### src/rtl/button_pkg.sv
// Shared encodings for the button event logic: event codes and FSM states.
package button_pkg;

    typedef enum logic [1:0] {
        EVT_PRESS   = 2'd0,
        EVT_RELEASE = 2'd1,
        EVT_LONG    = 2'd2,
        EVT_REPEAT  = 2'd3
    } evt_code_t;

    typedef enum logic [1:0] {
        ST_IDLE = 2'd0,
        ST_DOWN = 2'd1,
        ST_HELD = 2'd2
    } state_t;

endpackage

### src/rtl/button_events.sv
// Turns a debounced button level into PRESS/RELEASE/LONG/REPEAT events,
// held in a one-deep register with ready handshake and sticky overflow.
module button_events
    import button_pkg::*;
#(
    parameter int unsigned LONG_LIMIT   = 12000000,
    parameter int unsigned REPEAT_LIMIT = 1200000,
    parameter int unsigned COUNT_SIZE   = 24,
    parameter logic        ACTIVE_LOW   = 1'b0
) (
    input  logic       clk,
    input  logic       reset,
    input  logic       btn_in,
    output logic       pressed,
    output logic       evt_valid,
    output logic [1:0] evt_code,
    input  logic       evt_ready,
    output logic       overflow,
    input  logic       clr_overflow
);

    localparam logic [COUNT_SIZE-1:0] LONG_TERM = COUNT_SIZE'(LONG_LIMIT - 1);
    localparam logic [COUNT_SIZE-1:0] REP_TERM  =
        COUNT_SIZE'((REPEAT_LIMIT == 0) ? 0 : REPEAT_LIMIT - 1);

    logic                  act;
    state_t                state, state_next;
    logic [COUNT_SIZE-1:0] cnt, cnt_next;
    logic                  gen_valid;
    evt_code_t             gen_code;
    evt_code_t             code_q;
    logic                  load, drop;

    assign act      = btn_in ^ ACTIVE_LOW;
    assign evt_code = code_q;

    always_ff @(posedge clk or posedge reset) begin
        if (reset) begin
            state   <= ST_IDLE;
            cnt     <= '0;
            pressed <= 1'b0;
        end else begin
            state   <= state_next;
            cnt     <= cnt_next;
            pressed <= act;
        end
    end

    // Terminal compare is checked before the increment, so cnt never wraps.
    always_comb begin
        state_next = state;
        cnt_next   = cnt;
        gen_valid  = 1'b0;
        gen_code   = EVT_PRESS;
        case (state)
            ST_IDLE: begin
                if (act) begin
                    state_next = ST_DOWN;
                    cnt_next   = '0;
                    gen_valid  = 1'b1;
                    gen_code   = EVT_PRESS;
                end
            end
            ST_DOWN: begin
                if (!act) begin
                    state_next = ST_IDLE;
                    gen_valid  = 1'b1;
                    gen_code   = EVT_RELEASE;
                end else if (cnt == LONG_TERM) begin
                    state_next = ST_HELD;
                    cnt_next   = '0;
                    gen_valid  = 1'b1;
                    gen_code   = EVT_LONG;
                end else begin
                    cnt_next = cnt + 1'b1;
                end
            end
            ST_HELD: begin
                if (!act) begin
                    state_next = ST_IDLE;
                    gen_valid  = 1'b1;
                    gen_code   = EVT_RELEASE;
                end else if (REPEAT_LIMIT != 0) begin
                    if (cnt == REP_TERM) begin
                        cnt_next  = '0;
                        gen_valid = 1'b1;
                        gen_code  = EVT_REPEAT;
                    end else begin
                        cnt_next = cnt + 1'b1;
                    end
                end
            end
            default: begin
                state_next = ST_IDLE;
                cnt_next   = '0;
            end
        endcase
    end

    // A full register still accepts a new event in the cycle it is consumed.
    assign load = gen_valid && (!evt_valid || evt_ready);
    assign drop = gen_valid && evt_valid && !evt_ready;

    always_ff @(posedge clk or posedge reset) begin
        if (reset) begin
            evt_valid <= 1'b0;
            code_q    <= EVT_PRESS;
            overflow  <= 1'b0;
        end else begin
            if (load) begin
                evt_valid <= 1'b1;
                code_q    <= gen_code;
            end else if (evt_valid && evt_ready) begin
                evt_valid <= 1'b0;
            end
            if (drop) begin
                overflow <= 1'b1;
            end else if (clr_overflow) begin
                overflow <= 1'b0;
            end
        end
    end

endmodule

### config.mk
export PLATFORM = sky130hd
export DESIGN_NAME = button_events
export DESIGN_NICKNAME = d
export VERILOG_FILES = /design/src/rtl/button_pkg.sv /design/src/rtl/button_events.sv
export SDC_FILE = /design/constraint.sdc
export NUM_CORES = 1
export LEC_CHECK = 0
export CORE_MARGIN = 2
export CORE_UTILIZATION = 53
export CTS_CLUSTER_SIZE = 25
export DETAILED_ROUTE_END_ITERATION = 10
export GPL_TIMING_DRIVEN = 0
export PLACE_DENSITY = 0.75
export SLEW_MARGIN = 20
export SYNTH_ARGS = -nofsm -noshare
export SYNTH_HDL_FRONTEND = slang
export SYNTH_SLANG_ARGS = --single-unit
### constraint.sdc
create_clock -name clk -period 2.21 [get_ports clk]
set_clock_uncertainty 0.05 [all_clocks]
set_input_delay 0.3315 -clock clk [delete_from_list [all_inputs] [get_ports clk]]
set_output_delay 0.3315 -clock clk [all_outputs]
set_load 0.01 [all_outputs]
==> impl_metrics.tcl, run 1 <==
set metrics [dict create \
    worstPathRequired_ps 2400 \
    synthFlopType "dfrtp_1" \
    holdBufCountCts 0 \
    reg2reg_depth 7 \
    synthArstFlopShare 1.00 \
    period_needed_ps 2260 \
    clkPwrFrac 0.180 \
    insertion_delay_ps 340 \
    yosysSeqAreaShare 0.411 \
    fmax_mhz 442 \
    power.internal_mw 1.04 \
    overflow 0 \
    ant_nets 0 \
    r2r-end "cnt[17]" \
    max_cap_violations 0 \
    pwr-share-seq 0.395 \
    synth_top_area_share 0.411 \
    placed_area_um2 2030 \
    clock-sinks 31 \
    period_share 1.02 \
    critPathLaunch "cnt[22]" \
    numPortBuffers 9 \
    utilization 0.664 \
    holdWs_ps 337 \
    synth.avg_cell_area_um2 9.02 \
    clk_pin_slew_worst_paths_ps 90 \
    gp_congestion 0.856 \
    row_count 21 \
    cts_tree "yes" \
    synth_top_cell_by_area "dfrtp_1" \
    cp_max_fo 5 \
    hold_viol_final 0 \
    cts_max_level 2 \
    antenna_found_initial 0 \
    root_buffer "clkbuf_4" \
    critPathLaunchType "flip-flop" \
    cp.arrival_ps 2450 \
    clockBufferDepth 2 \
    die_area_um2 4050 \
    drc 0 \
    die_h_um 63.6 \
    antenna_cells 0 \
    layoutNonFillerInstCount 276 \
    netlist_instances 209 \
    power_switching_uw 626 \
    reg2reg_from "cnt[22]" \
    syn_nets 219 \
    drt_first_pass_iters 5 \
    setup_ws_ps -50.3 \
    die_w_um 63.6 \
    rsz0062_at_grt "true" \
    wl_per_cell_um 15.6 \
    tightest_slew_ps 649 \
    sw_frac_of_total 0.375 \
    status "finished with violations" \
    dp.cells 264 \
    worstSetupEndpointType "flip-flop" \
    netlist_area_um2 1890 \
    grt_pass1_wl_mm 7.13 \
    ys_ff_latch 31 \
    final_cell_mix "30 x dfrtp_1, 25 x nand2_1, 17 x nor2_1, 11 x nand4_1, 10 x nand3_1" \
    viasPerCell 5.99 \
    wl_mm 4.32 \
    synth_area_leaders "dfrtp_1 41%, nor2_1 5.6%, nand2_1 5.2%, xor2_1 4.2%, nand4_1 3.6%" \
    nNetsFinal 241 \
    synth_cell_type_count 45 \
    synth_edf_count 0 \
    ys_warn_count 0 \
    track_usage 0.228 \
    dp_hpwl_mm 2.93 \
    first_iter_violations 130 \
    fin_area_um2 2250 \
    setup_violations 17 \
    core_area_um2 3390 \
    final_common_cell "dfrtp_1" \
    vias 1653 \
    p_comb_frac 0.425 \
    drive_gt1_frac 0.226 \
    worst-r2r-setup-slack_ps -50 \
    slew_headroom 0.567 \
    hp-class "input port to asynchronous set/reset pin" \
    pwr_density_cell_nw_per_um2 743 \
    synthToLayoutAreaGrowth_pct 19.3 \
    grt_max_degree 32 \
    peakVddDrop_uv 342 \
    p_total_mw 1.67 \
    io_pins 10 \
    path_class "flip-flop to flip-flop" \
    place_ws_ps -331 \
    numCtsBuffers 5 \
    start_util 0.556 \
    maxSlewViolCount 0 \
    fin_setup_tns_ps -517 \
    cellLeakagePower_nw 0.936 \
    violations "setup timing" \
    grt_pass1_vias 1534 \
]
==> layer usage <==
metal  track usage  vias to the layer above  routed length [um]
li1              -                      788                   -
met1         0.296                      811                1960
met2         0.363                       47                2080
met3        0.0607                        7                 200
met4        0.0897                        0                  76
met5             0                        -                   0
==> power groups by stage <==
stage / clock network [mW] / registers, mW / logic [mW]
5_1_grt: 0.344 / 0.667 / 0.777
4_1_cts: 0.315 / 0.660 / 0.601
3_5_place_dp: 0 / 0.672 / 0.577
3_3_place_gp: 0 / 0.668 / 0.569
2_1_floorplan: 0 / 0.679 / 0.396
6_report: 0.301 / 0.661 / 0.709
==> layout make-up <==
cell class | instances | area [um^2]
flip-flops and latches | 31 | 777
well taps | 46 | 57.6
repair buffers | 17 | 161
plain buffers | 4 | 23.8
inverters | 7 | 26.3
multi-input cells | 165 | 1160
fillers | 267 | 1140
clock buffers | 6 | 41.3
==> critical path, stage by stage, from the launching register on <==
cell and delay, ps:
dfrtp_1 420, or4b_4 610, nor3_2 150, nand4_1 210, a22o_4 320, nor2_4 180, buf_6 170, nor2_1 50
==> flip-flops by register name, indices dropped and copies added, names as in the netlist <==
signal / count
cnt: 24
evt_code: 2
evt_valid: 1
overflow: 1
pressed: 1
state: 2
==> worst max path at each step <==
stage,end
final,cnt[17]
after detailed placement,cnt[21]
after global routing,cnt[17]
after global placement,cnt[21]
after floorplan,cnt[21]
after CTS,cnt[3]
==> Yosys cell counts, types with 5 or more instances <==
library cell,n
clkbuf_1,5
dfrtp_1,31
nand3_1,11
nand4_1,11
nor3_1,7
ha_1,5
nor2_1,28
xor2_1,9
nand2_1,26
a21oi_1,5
a22o_1,5
inv_1,7
o21ai_0,6
==> cell families (layout without fill, tap and decap cells) <==
family / Yosys count / in the layout / synth area share
adder cells (fa/ha/maj): 5 / 5 / 0.0332
AO/OA/AOI/OAI: 34 / 34 / 0.139
XOR/XNOR: 12 / 12 / 0.0557
multiplexers: 2 / 2 / 0.0106
AND/OR/NAND/NOR: 112 / 112 / 0.322
buffers and inverters: 13 / 34 / 0.0279
flip-flops: 31 / 31 / 0.411
==> what timing repair did <==
item,in CTS,in global routing
cloned,0,1
buffers inserted,2,5
setup endpoints to repair,28,24
resized for setup,10,26
pin swaps,3,12
(Power assumes the default switching activity.)
==> run 2: changes to the inputs <==
CORE_UTILIZATION = 30   (was 53)
PLACE_DENSITY = default   (was 0.75)
==> run 2 against run 1 <==
  * Setup slack got worse by 1.4 ps
  * Core utilization down 27 points
  * Largest power group unchanged
  * The flow still finishes with violations (setup timing)
  * Combinational power fell by 1%
  * Critical path type unchanged
  * Routed wire length grew 6.1%
  * Register-to-register slack about the same
  * Cell count grew 11%
  * Highest routed layer unchanged
==> impl_metrics.tcl, run 2 (synthesis results as in run 1) <==
set metrics [dict create \
    status "finished with violations" \
    violations "setup timing" \
    nNetsFinal 239 \
    grt_pass1_wl_mm 7.76 \
    ant_nets 0 \
    insertion_delay_ps 290 \
    period_share 1.02 \
    vias 1586 \
    grt.busiest_layer "met2" \
    root_buffer "clkbuf_8" \
    wl_mm 4.58 \
    critPathLaunchType "flip-flop" \
    hold_viol_final 0 \
    drc 0 \
    cp.arrival_ps 2390 \
    gp_congestion 0.815 \
    overflow 0 \
    clk_pin_slew_worst_paths_ps 70 \
    numPortBuffers 9 \
    layoutNonFillerInstCount 305 \
    max_cap_violations 0 \
    core_area_um2 5990 \
    die_h_um 83.3 \
    wl_per_cell_um 15.0 \
    use_met3 0.0378 \
    numCtsBuffers 5 \
    clockBufferDepth 2 \
    pwr_density_cell_nw_per_um2 834 \
    final_common_cell "dfrtp_1" \
    setup_ws_ps -51.7 \
    rsz0062_at_grt "true" \
    setup_violations 15 \
    die_w_um 83.3 \
    antenna_found_initial 0 \
    top_register "cnt" \
    cellLeakagePower_nw 0.945 \
    dp.cells 293 \
    slew_headroom 0.530 \
    dp_hpwl_mm 3.06 \
    viasPerCell 5.20 \
    antenna_cells 0 \
    critPathSlowestCell "or4b_1" \
    cp_max_fo 6 \
    period_needed_ps 2260 \
    row_count 28 \
    fmax_mhz 442 \
    cp_cell_sequence "or4b_1 -> nor2_1 -> nand4_1 -> a22o_4 -> nor2_4 -> buf_6 -> nor2_2" \
    fill_cells 583 \
    die_area_um2 6940 \
    drt_first_pass_iters 4 \
    maxSlewViolCount 0 \
    tightest_slew_ps 704 \
    critPathMaxStageDelay_ps 620 \
    io_pins 10 \
    worstPathRequired_ps 2340 \
    grt_max_degree 32 \
    drive_gt1_frac 0.230 \
    peakVddDrop_uv 371 \
    first_iter_violations 76 \
    synthToLayoutAreaGrowth_pct 24.4 \
    start_util 0.315 \
    track_usage 0.140 \
    clock-sinks 31 \
    final_cell_mix "29 x dfrtp_1, 25 x nand2_1, 17 x nor2_1, 11 x nand4_1, 10 x nand3_1" \
    path_class "flip-flop to flip-flop" \
    grt_use_met1 0.196 \
    cts_tree "yes" \
    hp-class "input port to asynchronous set/reset pin" \
    worstSetupEndpointType "flip-flop" \
    cts_max_level 2 \
    grt_pass1_vias 1575 \
    p_total_mw 1.96 \
    met2_usage 0.208 \
    largest_register_ffs 24 \
]
-- run 2: cell types whose count changed in the layout (fill, tap and decap cells not counted), sizes merged --
cell    before  now
bufinv       0    1
clkinv       0    1
buf          9    7
-- run 2: worst max-delay path, delay by kind of cell, from the launching register on --
family	cells	cell delay (ps)
buffers and inverters	1	170
and+or+nand+nor	5	1180
AOI/OAI and AO/OA	1	320
DFF	1	440
-- run 2: cell type report --
class	instances	area (um^2)	area share
Buffer	4	23.8	0.0101
Clock buffer	6	82.6	0.0352
Clock inverter	2	35.0	0.0149
Inverter	7	26.3	0.0112
Multi-Input combinational cell	165	1160	0.496
Sequential cell	31	778	0.332
Tap cell	75	93.8	0.0400
Timing Repair Buffer	15	143	0.0608
-- run 2: stage by stage --
step                setup slack [ps]  instance area, um^2  TNS [ps]  hold slack [ps]  utilization
floorplan                       58.4                 1890         0              313            -
global placement                -305                 2070     -3670              472        0.345
detailed placement              -288                 2070     -4090              482        0.345
CTS                            -24.2                 2270      -118              447        0.378
global route                    -192                 2350     -3560              491        0.392
finish                         -51.7                 2350      -430              423        0.392
-- run 2: path summary, 6_finish.rpt --
kind / start / end / slack (ps) / cells after the start
worst max-delay path: cnt[16] / cnt[21] / -50 / 7
worst min-delay path: reset / evt_valid / 420 / 2
worst max register to register: cnt[16] / cnt[21] / -50 / 7
worst min register to register: cnt[0] / cnt[0] / 500 / 1
max in group asynchronous: reset / cnt[20] / 1190 / 2
min in group clk: cnt[0] / cnt[0] / 500 / 1
-- run 2: power breakdown --
part | internal (mW) | total, mW | switching [mW] | leakage (nW)
clock network | 0.365 | 0.598 | 0.233 | 0.0612
logic | 0.307 | 0.702 | 0.395 | 0.467
registers | 0.620 | 0.656 | 0.0362 | 0.417
total | 1.29 | 1.96 | 0.665 | 0.945
-- run 2: timing repair --
action                                 CTS  global route
setup endpoints to repair               28            28
cloned                                   1             0
pin swaps                               11             8
buffers inserted                         3             2
resized for setup                       13            20
endpoints found under the hold margin    0             0
hold buffers                             0             0
-- run 2: per-layer routing --
metal / up-vias / share of wire
met5: - / 0
met4: 0 / 0.012
met3: 8 / 0.037
met2: 30 / 0.46
met1: 764 / 0.49
li1: 784 / -
==> run 3: changes to the inputs <==
ABC_CLOCK_PERIOD_IN_PS = 1840   (was default)
SKIP_LAST_GASP = 1   (was default)
clock period = 1.84 ns   (was 2.21 ns; I/O delays follow)
==> run 3 against run 2 <==
  * The run still ends with setup timing left
  * Critical path depth did not move
  * Core utilization rose by 0.36 points
  * Register-to-register slack got worse by 290 ps
  * Sequential power rose by 21%
  * Critical path type unchanged
  * Worst hold slack got worse by 63 ps
  * Highest routed layer unchanged
  * Clock power fell by 12%
  * Total power rose by 12%
  * Non-clock buffer count rose by 8
  * Routed wire length fell by 0.68%
  * Via count rose by 3.9%
  * First-iteration DRC count rose by 6.6%
==> impl_metrics.tcl, run 3 (synthesis results as in run 1) <==
set metrics [dict create \
    status "finished with violations" \
    violations "setup timing" \
    start_util 0.315 \
    nNetsFinal 247 \
    row_count 28 \
    power_switching_uw 784 \
    setup_violations 30 \
    worstPathRequired_ps 1960 \
    reg2reg_from "cnt[13]" \
    numPortBuffers 9 \
    fin_area_um2 2370 \
    die_area_um2 6940 \
    max_cap_violations 0 \
    cellLeakagePower_nw 0.971 \
    synthToLayoutAreaGrowth_pct 25.5 \
    antenna_found_initial 0 \
    wl_mm 4.55 \
    cts_max_level 2 \
    ant_nets 0 \
    hold_viol_final 0 \
    placed_area_um2 2080 \
    antenna_cells 0 \
    top_register "cnt" \
    power.internal_mw 1.41 \
    drc 0 \
    core_area_um2 5990 \
    slew_headroom 0.551 \
    clkPwrFrac 0.239 \
    layoutNonFillerInstCount 313 \
    clk_pin_slew_worst_paths_ps 70 \
    clock-sinks 31 \
    gp_congestion 0.819 \
    tightest_slew_ps 673 \
    pwr_density_cell_nw_per_um2 926 \
    numCtsBuffers 5 \
    drive_gt1_frac 0.252 \
    wl_per_cell_um 14.5 \
    root_buffer "clkbuf_8" \
    track_usage 0.142 \
    sw_frac_of_total 0.358 \
    grt_pass1_vias 1678 \
    drt_first_pass_iters 4 \
    first_iter_violations 81 \
    cp.arrival_ps 2300 \
    largest_register_ffs 24 \
    critPathLaunchType "flip-flop" \
    fmax_mhz 459 \
    peakVddDrop_uv 525 \
    utilization 0.395 \
    cp_max_fo 6 \
    place_ws_ps -531 \
    worstSetupEndpointType "flip-flop" \
    final_common_cell "dfrtp_1" \
    die_w_um 83.3 \
    pwr-share-seq 0.361 \
    grt_pass1_wl_mm 7.96 \
    cts_tree "yes" \
    maxSlewViolCount 0 \
    period_needed_ps 2180 \
    holdWs_ps 360 \
    insertion_delay_ps 290 \
    dp_hpwl_mm 3.03 \
    reg2reg_depth 7 \
    die_h_um 83.3 \
    grt_max_degree 32 \
    final_cell_mix "30 x dfrtp_1, 25 x nand2_1, 18 x nor2_1, 12 x buf_4, 11 x nand4_1" \
    period_share 1.19 \
    setup_ws_ps -341 \
    path_class "flip-flop to flip-flop" \
    io_pins 10 \
    rsz0062_at_grt "true" \
    worst-r2r-setup-slack_ps -340 \
    hp-class "input port to asynchronous set/reset pin" \
    vias 1648 \
    overflow 0 \
    dp.cells 293 \
    r2r-end "cnt[19]" \
    clockBufferDepth 2 \
    viasPerCell 5.27 \
    p_comb_frac 0.400 \
]
==> run 3: changes by cell type in the layout (fill, tap and decap cells not counted), moves of 2 or more <==
cell      before  now
nor2_2         8   10
clkbuf_1       2    4
ha_2           0    2
ha_1           5    3
o21ai_1        4    6
nor2_4         5    2
o21ai_0        6    4
buf_4          4   12
==> run 3: worst max path at each step <==
stage	startpoint	to	slack (ps)	cells past startpoint
after CTS	cnt[19]	cnt[8]	-330	6
after global placement	state[0]	cnt[4]	-520	7
after detailed placement	state[0]	cnt[4]	-530	7
after global routing	cnt[16]	cnt[8]	-430	6
after floorplan	cnt[22]	cnt[3]	-250	6
final	cnt[13]	cnt[19]	-340	7
==> run 3: repair_timing <==
action,in CTS,in global routing
endpoints found under the setup margin,30,30
gates resized for setup,16,16
gates cloned,1,0
pin swaps,9,10
hold buffers,0,0
hold endpoints to repair,0,0
buffers inserted,8,5
==> run 3: worst max-delay path, stage by stage, from the launching register on <==
cell and delay [ps]:
dfrtp_1 380, or4b_4 600, nor4b_4 250, a21boi_2 130
a22o_4 310, nor2_4 140, buf_6 150, nor2_1 50
==> run 3: routing by layer <==
metal | vias to the layer above | part of all wire | track usage
met5 | - | 0 | 0
li1 | 805 | - | -
met4 | 0 | 0.014 | 0.0492
met2 | 28 | 0.48 | 0.229
met1 | 808 | 0.47 | 0.182
met3 | 7 | 0.035 | 0.0398
==> run 3: layout make-up <==
type | instances | area, um^2
fill | 602 | 3620
multi-input combinational | 165 | 1160
sequential | 31 | 777
timing repair buffer | 23 | 203
tap | 75 | 93.8
clock buffer | 7 | 76.3
inverter | 7 | 26.3
buffer | 4 | 23.8
clock inverter | 1 | 5.00
==> run 3: stage by stage <==
| step | power, mW | TNS (ps) |
|---|---|---|
| after CTS | 2.14 | -8570 |
| after floorplan | 1.31 | -4890 |
| after global placement | 1.50 | -12490 |
| final | 2.19 | -8550 |
| after global routing | 2.32 | -11230 |
| after detailed placement | 1.51 | -13150 |
==> run 3: power groups by stage <==
stage / Combinational, mW / Sequential, mW / Clock (mW)
floorplan: 0.490 / 0.815 / 0
global placement: 0.704 / 0.800 / 0
detailed placement: 0.705 / 0.803 / 0
CTS: 0.813 / 0.790 / 0.541
global route: 0.956 / 0.801 / 0.567
finish: 0.876 / 0.791 / 0.524
